`src/rtl/bp_be_fe_queue_ckpt_pkg.sv`:
```
// Configuration package for the checkpointing FE->BE queue.
// It maps a processor configuration to the fe_queue packet width.
package bp_be_fe_queue_ckpt_pkg;

  typedef enum logic [1:0] {
    e_bp_inv_cfg     = 2'd0,
    e_bp_default_cfg = 2'd1
  } bp_params_e;

  function automatic int fe_queue_width(input bp_params_e cfg);
    case (cfg)
      e_bp_default_cfg: return 112;
      default:          return 64;
    endcase
  endfunction

endpackage

```
`src/rtl/bp_be_fe_queue_ckpt_mem.sv`:
```
// 1R1W storage array for the FE queue: synchronous write, asynchronous read.
// There is no write-to-read bypass, so a write shows up on the read port one cycle later.
module bp_be_fe_queue_ckpt_mem #(
  parameter  int width_p   = 64,
  parameter  int els_p     = 8,
  localparam int addr_w_lp = $clog2(els_p)
) (
  input  logic                 w_clk_i,
  input  logic                 w_v_i,
  input  logic [addr_w_lp-1:0] w_addr_i,
  input  logic [width_p-1:0]   w_data_i,
  input  logic [addr_w_lp-1:0] r_addr_i,
  output logic [width_p-1:0]   r_data_o
);

  logic [width_p-1:0] mem_r [els_p];

  always_ff @(posedge w_clk_i) begin
    if (w_v_i) mem_r[w_addr_i] <= w_data_i;
  end

  assign r_data_o = mem_r[r_addr_i];

endmodule

```
`src/rtl/bp_be_fe_queue_ckpt.sv`:
```
// Checkpointing FE->BE queue: write, issue and commit pointers over one storage array,
// so that issued-but-uncommitted packets can be replayed (roll), retired (deq) or flushed (clr).
module bp_be_fe_queue_ckpt
  import bp_be_fe_queue_ckpt_pkg::*;
#(
  parameter  bp_params_e bp_params_p       = e_bp_inv_cfg,
  parameter  int         els_p             = 8,
  localparam int         fe_queue_width_lp = fe_queue_width(bp_params_p)
) (
  input  logic                         clk_i,
  input  logic                         reset_i,
  input  logic [fe_queue_width_lp-1:0] fe_queue_i,
  input  logic                         fe_queue_v_i,
  output logic                         fe_queue_ready_o,
  output logic [fe_queue_width_lp-1:0] fe_queue_o,
  output logic                         fe_queue_v_o,
  input  logic                         fe_queue_yumi_i,
  input  logic                         fe_queue_deq_i,
  input  logic                         fe_queue_roll_i,
  input  logic                         fe_queue_clr_i
);

  localparam int ptr_w_lp = $clog2(els_p) + 1;
  localparam int idx_w_lp = ptr_w_lp - 1;

  function automatic logic [ptr_w_lp-1:0] ptr_inc(input logic [ptr_w_lp-1:0] p, input logic inc);
    return p + ptr_w_lp'(inc);
  endfunction

  // Full when the index bits match but the wrap bits differ (exactly els_p apart).
  function automatic logic ptr_full(input logic [ptr_w_lp-1:0] w, input logic [ptr_w_lp-1:0] c);
    return (w[ptr_w_lp-1] != c[ptr_w_lp-1]) && (w[idx_w_lp-1:0] == c[idx_w_lp-1:0]);
  endfunction

  logic [ptr_w_lp-1:0] wptr_r, rptr_r, cptr_r;
  logic [ptr_w_lp-1:0] wptr_n, rptr_n, cptr_n;
  logic                enq, yumi_ok, deq_ok;

  assign fe_queue_ready_o = ~ptr_full(wptr_r, cptr_r);
  assign fe_queue_v_o     = (rptr_r != wptr_r);

  assign enq     = fe_queue_v_i & fe_queue_ready_o & ~fe_queue_clr_i;
  assign yumi_ok = fe_queue_yumi_i & fe_queue_v_o;
  assign deq_ok  = fe_queue_deq_i & (cptr_r != rptr_r);

  // Commit first, then roll back to the new checkpoint, then clear down to the new read pointer.
  assign cptr_n = ptr_inc(cptr_r, deq_ok);
  assign rptr_n = fe_queue_roll_i ? cptr_n : ptr_inc(rptr_r, yumi_ok);
  assign wptr_n = fe_queue_clr_i ? rptr_n : ptr_inc(wptr_r, enq);

  always_ff @(posedge clk_i) begin
    if (reset_i) begin
      wptr_r <= '0;
      rptr_r <= '0;
      cptr_r <= '0;
    end else begin
      wptr_r <= wptr_n;
      rptr_r <= rptr_n;
      cptr_r <= cptr_n;
    end
  end

  bp_be_fe_queue_ckpt_mem #(
    .width_p (fe_queue_width_lp),
    .els_p   (els_p)
  ) queue_mem (
    .w_clk_i  (clk_i),
    .w_v_i    (enq),
    .w_addr_i (wptr_r[idx_w_lp-1:0]),
    .w_data_i (fe_queue_i),
    .r_addr_i (rptr_r[idx_w_lp-1:0]),
    .r_data_o (fe_queue_o)
  );

`ifndef SYNTHESIS
  always_ff @(posedge clk_i) begin
    if (!reset_i) begin
      assert (!(fe_queue_yumi_i && !fe_queue_v_o))
        else $error("fe_queue_yumi_i asserted while queue has nothing to issue");
      assert (!(fe_queue_deq_i && (cptr_r == rptr_r)))
        else $error("fe_queue_deq_i asserted with no issued entry outstanding");
    end
  end
`endif

endmodule

```
`config.mk`:
```
export PLATFORM = sky130hd
export DESIGN_NAME = bp_be_fe_queue_ckpt
export DESIGN_NICKNAME = d
export VERILOG_FILES = /design/src/rtl/bp_be_fe_queue_ckpt_pkg.sv /design/src/rtl/bp_be_fe_queue_ckpt_mem.sv /design/src/rtl/bp_be_fe_queue_ckpt.sv
export SDC_FILE = /design/constraint.sdc
export NUM_CORES = 1
export LEC_CHECK = 0
export ABC_CLOCK_PERIOD_IN_PS = 8700
export CAP_MARGIN = 20
export CORE_AREA = 2 2 181 183
export CTS_BUF_LIST = sky130_fd_sc_hd__clkbuf_16
export CTS_CLUSTER_SIZE = 20
export DETAILED_ROUTE_END_ITERATION = 6
export DIE_AREA = 0 0 183 185
export DONT_BUFFER_PORTS = 1
export PLACE_DENSITY = 0.88
export SYNTH_ARGS = -nofsm -noshare
export SYNTH_HDL_FRONTEND = slang
export SYNTH_SLANG_ARGS = --single-unit
```
`constraint.sdc`:
```
create_clock -name clk_i -period 8.7 [get_ports clk_i]
set_input_delay 2.175 -clock clk_i [delete_from_list [all_inputs] [get_ports clk_i]]
set_output_delay 2.175 -clock clk_i [all_outputs]
set_load 0.005 [all_outputs]
```
Word level (Yosys, flattened, before mapping)
Memory sizes are Yosys's and may differ from the RTL's. A register that Yosys moved wholly into a read port is not among the register bits.
Index checks and enable logic that the tools add are counted.
Cells by class
  muxes and demuxes: 5
  reductions and logical operators: 1
  equality and inequality tests: 4
  bitwise logic cells: 6
  add/subtract/negate cells: 3
Operator list (count)
  4-bit by 1-bit adder with 4-bit output: 3
  4-bit 2-to-1 mux: 2
  4-bit != test: 2
  1-bit AND: 4
  3-bit == test: 1
  3-bit 2-to-1 mux: 1
  1-bit 2-to-1 mux: 2
  1-bit NOT: 2
  1-bit logical AND: 1
  1-bit != test: 1
Word-level totals
  memories: 1
  bits in writable memories: 512
  input port bits: 71
  bits in registers: 12
  output and inout bits: 66
  word-level logic and storage cells: 23
Memory list
  queue_mem.mem_r: depth 8, bits a word 64, read ports 1, clocked after Yosys merged registers in 1, write ports 1, line bp_be_fe_queue_ckpt_mem.sv:16  | logic [width_p-1:0] mem_r [els_p];

Depth between registers and ports, before layout
  depth after elaboration: 7
  mapped depth: 11
  gate-level depth less buffers: 9

Hierarchy
From an unflattened synthesis, not the netlist that was laid out.
Unflattened totals
  cell total of the unflattened synthesis: 820
  area total of the unflattened synthesis: 19939.1 um^2
By module, submodules not included
  bp_be_fe_queue_ckpt_mem: seq. area each 15374.7 um^2, cells each 752, instances 1, area each 19266.0 um^2
  bp_be_fe_queue_ckpt: seq. area each 240.2 um^2, cells each 68, instances 1, area each 673.1 um^2

Worst setup path after synthesis
OpenSTA, ideal clock, no wires.
  kind: input -> register
  start point: input fe_queue_clr_i
  end point: memory queue_mem.mem_r[0][0], enable pin
  setup slack: 0.907 ns
  setup time: 0.565 ns
  path buffers: 1
  stages: 5
  data arrival time: 7.228 ns
  path through: clkbuf_1 -> nand2b_1 -> a41oi_1 -> nand2b_1 -> nor3_1
On the way
  longest elaborated chain between the ends: 4
RTL lines
  from (decl): line bp_be_fe_queue_ckpt.sv:20  | input logic fe_queue_clr_i
  1-bit NOT: line bp_be_fe_queue_ckpt.sv:42  | assign enq = fe_queue_v_i & fe_queue_ready_o & ~fe_queue_clr_i;
  1-bit AND: line bp_be_fe_queue_ckpt.sv:42
  1-bit 2-to-1 mux: line bp_be_fe_queue_ckpt_mem.sv:19  | if (w_v_i) mem_r[w_addr_i] <= w_data_i;
  1-bit 2-to-1 mux (implied by the code): line bp_be_fe_queue_ckpt_mem.sv:19
  to (decl): line bp_be_fe_queue_ckpt_mem.sv:16
No other way between the ends.

==> results.md <==
- The run finished with clean final reports.
- Data on the critical path is required at its endpoint by 6.53 ns.
- The simple-gate area share of the yosys netlist is 0.7902%.
- The number of failing hold endpoints at the final stage was 0.
- Synthesis instantiated 24 different standard cells from the library.
- Wires add up to 37.03 mm.
- Dividing total power by cell area gives a power density of 263.6 nW/µm².
- In this run the static leakage power is 6.760 nW.
- The die outline height is 185 µm.
- The count of antenna-violating nets left after detailed routing is 0.
- The maximum frequency from static timing analysis is 0.1847 GHz.
- Registers are responsible for 50.1% of the overall power.
- The data arrival time at the worst-slack endpoint is 3.24 ns.
- The share of total power dissipated in the clock network is 36.6%.
- The clock drives 524 sinks.
- The adder-cell area share of the yosys netlist is 0.3763%.
- Of the total power, the share spent switching nets is 22.08%.
- Between clock sinks in the finished design, the worst skew comes to 0.02486 ns.
- The largest individual stage delay along the critical path comes from the cell dfxtp_4.
- Summing the areas of all xor and xnor instances in the mapped netlist gives 0.7902% of the synthesized area.
- The number of buffers and inverters on the critical path is 1.
- Once the clock tree was built, the resizer swapped 0 gates to a different size.
- For this run, the leading register cell type out of synthesis is edfxtp_1.
- Combinational logic burns 13.4% of the power.
- The number of nets in the layout is 926.
- Port buffering added 0 buffers.
- After detailed routing, the number of remaining DRC violations is 0.
- The number of primary I/O pins is 137.
- The floorplan row count is 66.
- The share of the cycle needed by the critical path after routing is 62.24%.
- The cell area after technology mapping is 19950 µm².
- The buffer depth of the longest clock path is 3.
- The residual overflow from global routing is 0.
- Clock tree synthesis inserted a total of 49 buffers.
- The via count of the routed design is 8411.
- For the pin with the worst max-slew slack, the measured transition is 1.092 ns.
- The final cell utilization of the core is 68.79%.
- Setup repair after global routing left no endpoint under its margin.
- In the final timing run, aggregate negative setup slack is 0 ns.
- Across the VDD grid, the largest voltage drop is 193.3 µV.
- In this run the tightest slew margin relative to its limit is 27.18%.
- The CTS tree is done.
- Clock-pin slew was measured on the worst setup and hold paths at 0.06 ns.
- The number of setup violations in the final report is 0.
- The post-synthesis sequential area ratio is 78.27%.
- The die is 183 µm wide.
- The core area is 32040 µm².
- 0 antenna diodes ended up in the layout.
- The post-synthesis compound-gate area fraction is 0.2759%.
- The worst-skew pair later-pin latency is 0.56 ns.
- The portion of synthesized area spent on multiplexers is 18.21%.
- Entering global routing, the biggest net connects 104 pins.
- For this run, the detailed router's first-pass iteration total came to 7.
- The post-synthesis net count is 903.
- The top fanout value on the critical path is 68.
- The clock period could shrink to 5.415 ns.
- The number of DRC markers in iteration 0 is 699.
- In the synthesized netlist, the number of instances is 826.
- The kind of cell with the highest combined delay along the critical path is flip-flops.
- The total half-perimeter wirelength after legalization and detailed placement is 18.91 mm.
- The placed standard-cell area is 20420 µm².
- The number of register bits inferred by synthesis is 524.
- The internal power of the cells is 4.526 mW.
- After synthesis, the largest family of logic cells by area is multiplexers.
- In this run, synthesis inferred 512 flip-flops with an integrated enable.
- The proportion of layout cells with a drive suffix above 1 is 33.00%.
- In this run the clock root is driven by a clkbuf_16.
- The total routing resource utilization after global routing is 22.70%.
- The area of the die is 33860 µm².
- The launching element type of the critical path is a register.
- The fraction of synthesis flops using an asynchronous set or reset pin is 0%.
- Buffers added to address setup during post-CTS repair amount to 0.
- The count of pins over their slew limit is 0.
- The number of warnings issued by yosys is 0.
- At the end of routability-driven placement, the weighted congestion stood at 0.7003.
- The wire length per cell after detailed routing is 28.57 µm.
- Summing all non-filler instances in the final layout gives an area of 22040 µm².
- The signal on the critical path passes through buf_4 -> mux4_2 -> mux2_2.
- The number of antenna violations at the first check in global routing is 1.
- The maximum level of the CTS H-tree is 2.
- The kind of capture point of the worst setup path is an output port.
- The hold buffer count at CTS is 0.
- The area growth from synthesis to final layout is 10.47%.
- The number of placed instances, taps included, is 1206.
- The category of the critical setup timing path is register to output port.
- The type of the worst min-delay path is register to register.
- The first-pass GRT wire length is 55.52 mm.
- The number of global-route vias before repair was 9003.
- The number of maximum-capacitance constraint violations is 0.
- Dividing the detail-routed via count by the number of cells gives 6.490.
- In this run the mean area of a mapped cell was 24.15 µm².
- The analysis attributes to net switching a power of 1.283 mW.
- For this configuration, the core starts out at a cell density of 62.27%.
- The non-filler instance count after layout is 1296.
- The largest single stage delay on the critical path is 1.00 ns.
==> state kept, by name, indices dropped and copies added, names as in the netlist <==
name and count:
cptr_r 4, queue_mem.mem_r 512, rptr_r 4, wptr_r 4
==> area by class of cell <==
class,instances,area [µm²]
Fill cell,1840,10000
Multi-Input combinational cell,259,4134
Clock inverter,39,347.8
Clock buffer,51,1276
Timing Repair Buffer,15,145.1
Tap cell,408,510.5
Sequential cell,524,15630
==> through the flow <==
stage / setup WS [ns] / hold slack (ns) / total power, mW
4_1_cts: 3.226 / 0.6534 / 5.871
2_1_floorplan: 0.9071 / 0.5964 / 3.642
3_5_place_dp: 3.818 / 0.6403 / 3.753
5_1_grt: 3.134 / 0.6978 / 6.012
3_3_place_gp: 3.810 / 0.6366 / 3.735
6_report: 3.285 / 0.6611 / 5.809
==> per-layer routing <==
layer	global-route usage (%)	up-vias	routed length, µm
li1	-	3541	-
met1	28.92	4472	13970
met2	39.33	337	19430
met3	5.564	61	2838
met4	6.720	0	785
met5	0	-	0
==> final timing paths <==
kind                                 from             end  slack [ns]  depth (start not counted)
worst max-delay path            rptr_r[1]  fe_queue_o[42]        3.29                          3
worst max register to register  rptr_r[1]       wptr_r[2]        5.03                         10
worst min-delay path            wptr_r[3]       wptr_r[3]        0.66                          3
worst min register to register  wptr_r[3]       wptr_r[3]        0.66                          3
==> worst register-to-register path, cell delays in order, from the launching register on <==
cell and delay [ns]:
dfxtp_4 1.00, buf_4 0.87, xnor2_1 0.25, nand4_1 0.26
and2_1 0.29, ha_1 0.20, ha_1 0.20, xnor2_1 0.12
nor2_1 0.10, a21oi_1 0.06, a211oi_1 0.24
==> Yosys cell counts, types with 2 or more instances <==
master	instances	area, µm²
edfxtp_1	512	15370
mux4_2	128	2883
mux2_2	64	720.7
nor2_1	15	56.30
clkbuf_1	14	52.55
dfxtp_1	12	240.2
buf_6	11	123.9
xnor2_1	11	96.34
buf_2	10	50.05
buf_1	8	30.03
xor2_1	7	61.31
ha_1	6	75.07
a211oi_1	4	30.03
nand2b_1	4	25.02
nor2b_1	4	25.02
mux2i_1	3	30.03
nand3_1	3	15.01
nand2_1	2	7.510
nand4_1	2	12.51
nor3_1	2	10.01
==> layout by cell type, fill, tap and decap left out, types with 3 or more instances in the layout <==
cell type,synthesis,routed
nor2_1,15,9
mux2i_1,3,3
mux2_2,64,64
inv_6,0,3
xor2_1,7,7
nor2b_1,4,4
dfxtp_4,0,3
xnor2_1,11,11
ha_1,6,6
nor2_4,0,6
edfxtp_1,512,512
buf_4,0,13
nand3_1,3,3
a211oi_1,4,4
clkbuf_16,0,51
clkinv_1,0,7
clkinv_2,0,12
dfxtp_1,12,9
inv_1,0,8
nand2b_1,4,4
bufinv_16,0,6
mux4_2,128,128
==> power groups by stage <==
stage | Combinational (mW) | Sequential, mW | Clock [mW]
6_report | 0.776 | 2.91 | 2.12
5_1_grt | 0.840 | 2.92 | 2.25
4_1_cts | 0.797 | 2.91 | 2.16
3_5_place_dp | 0.788 | 2.96 | 0
3_3_place_gp | 0.775 | 2.96 | 0
2_1_floorplan | 0.733 | 2.91 | 0
==> kinds of logic after synthesis <==
logic type,Yosys count
flops,524
xor+xnor,18
buf+inv,43
mux,195
compound gates,7
simple gates,33
fa+ha+maj,6
(Power assumes the default switching activity.)
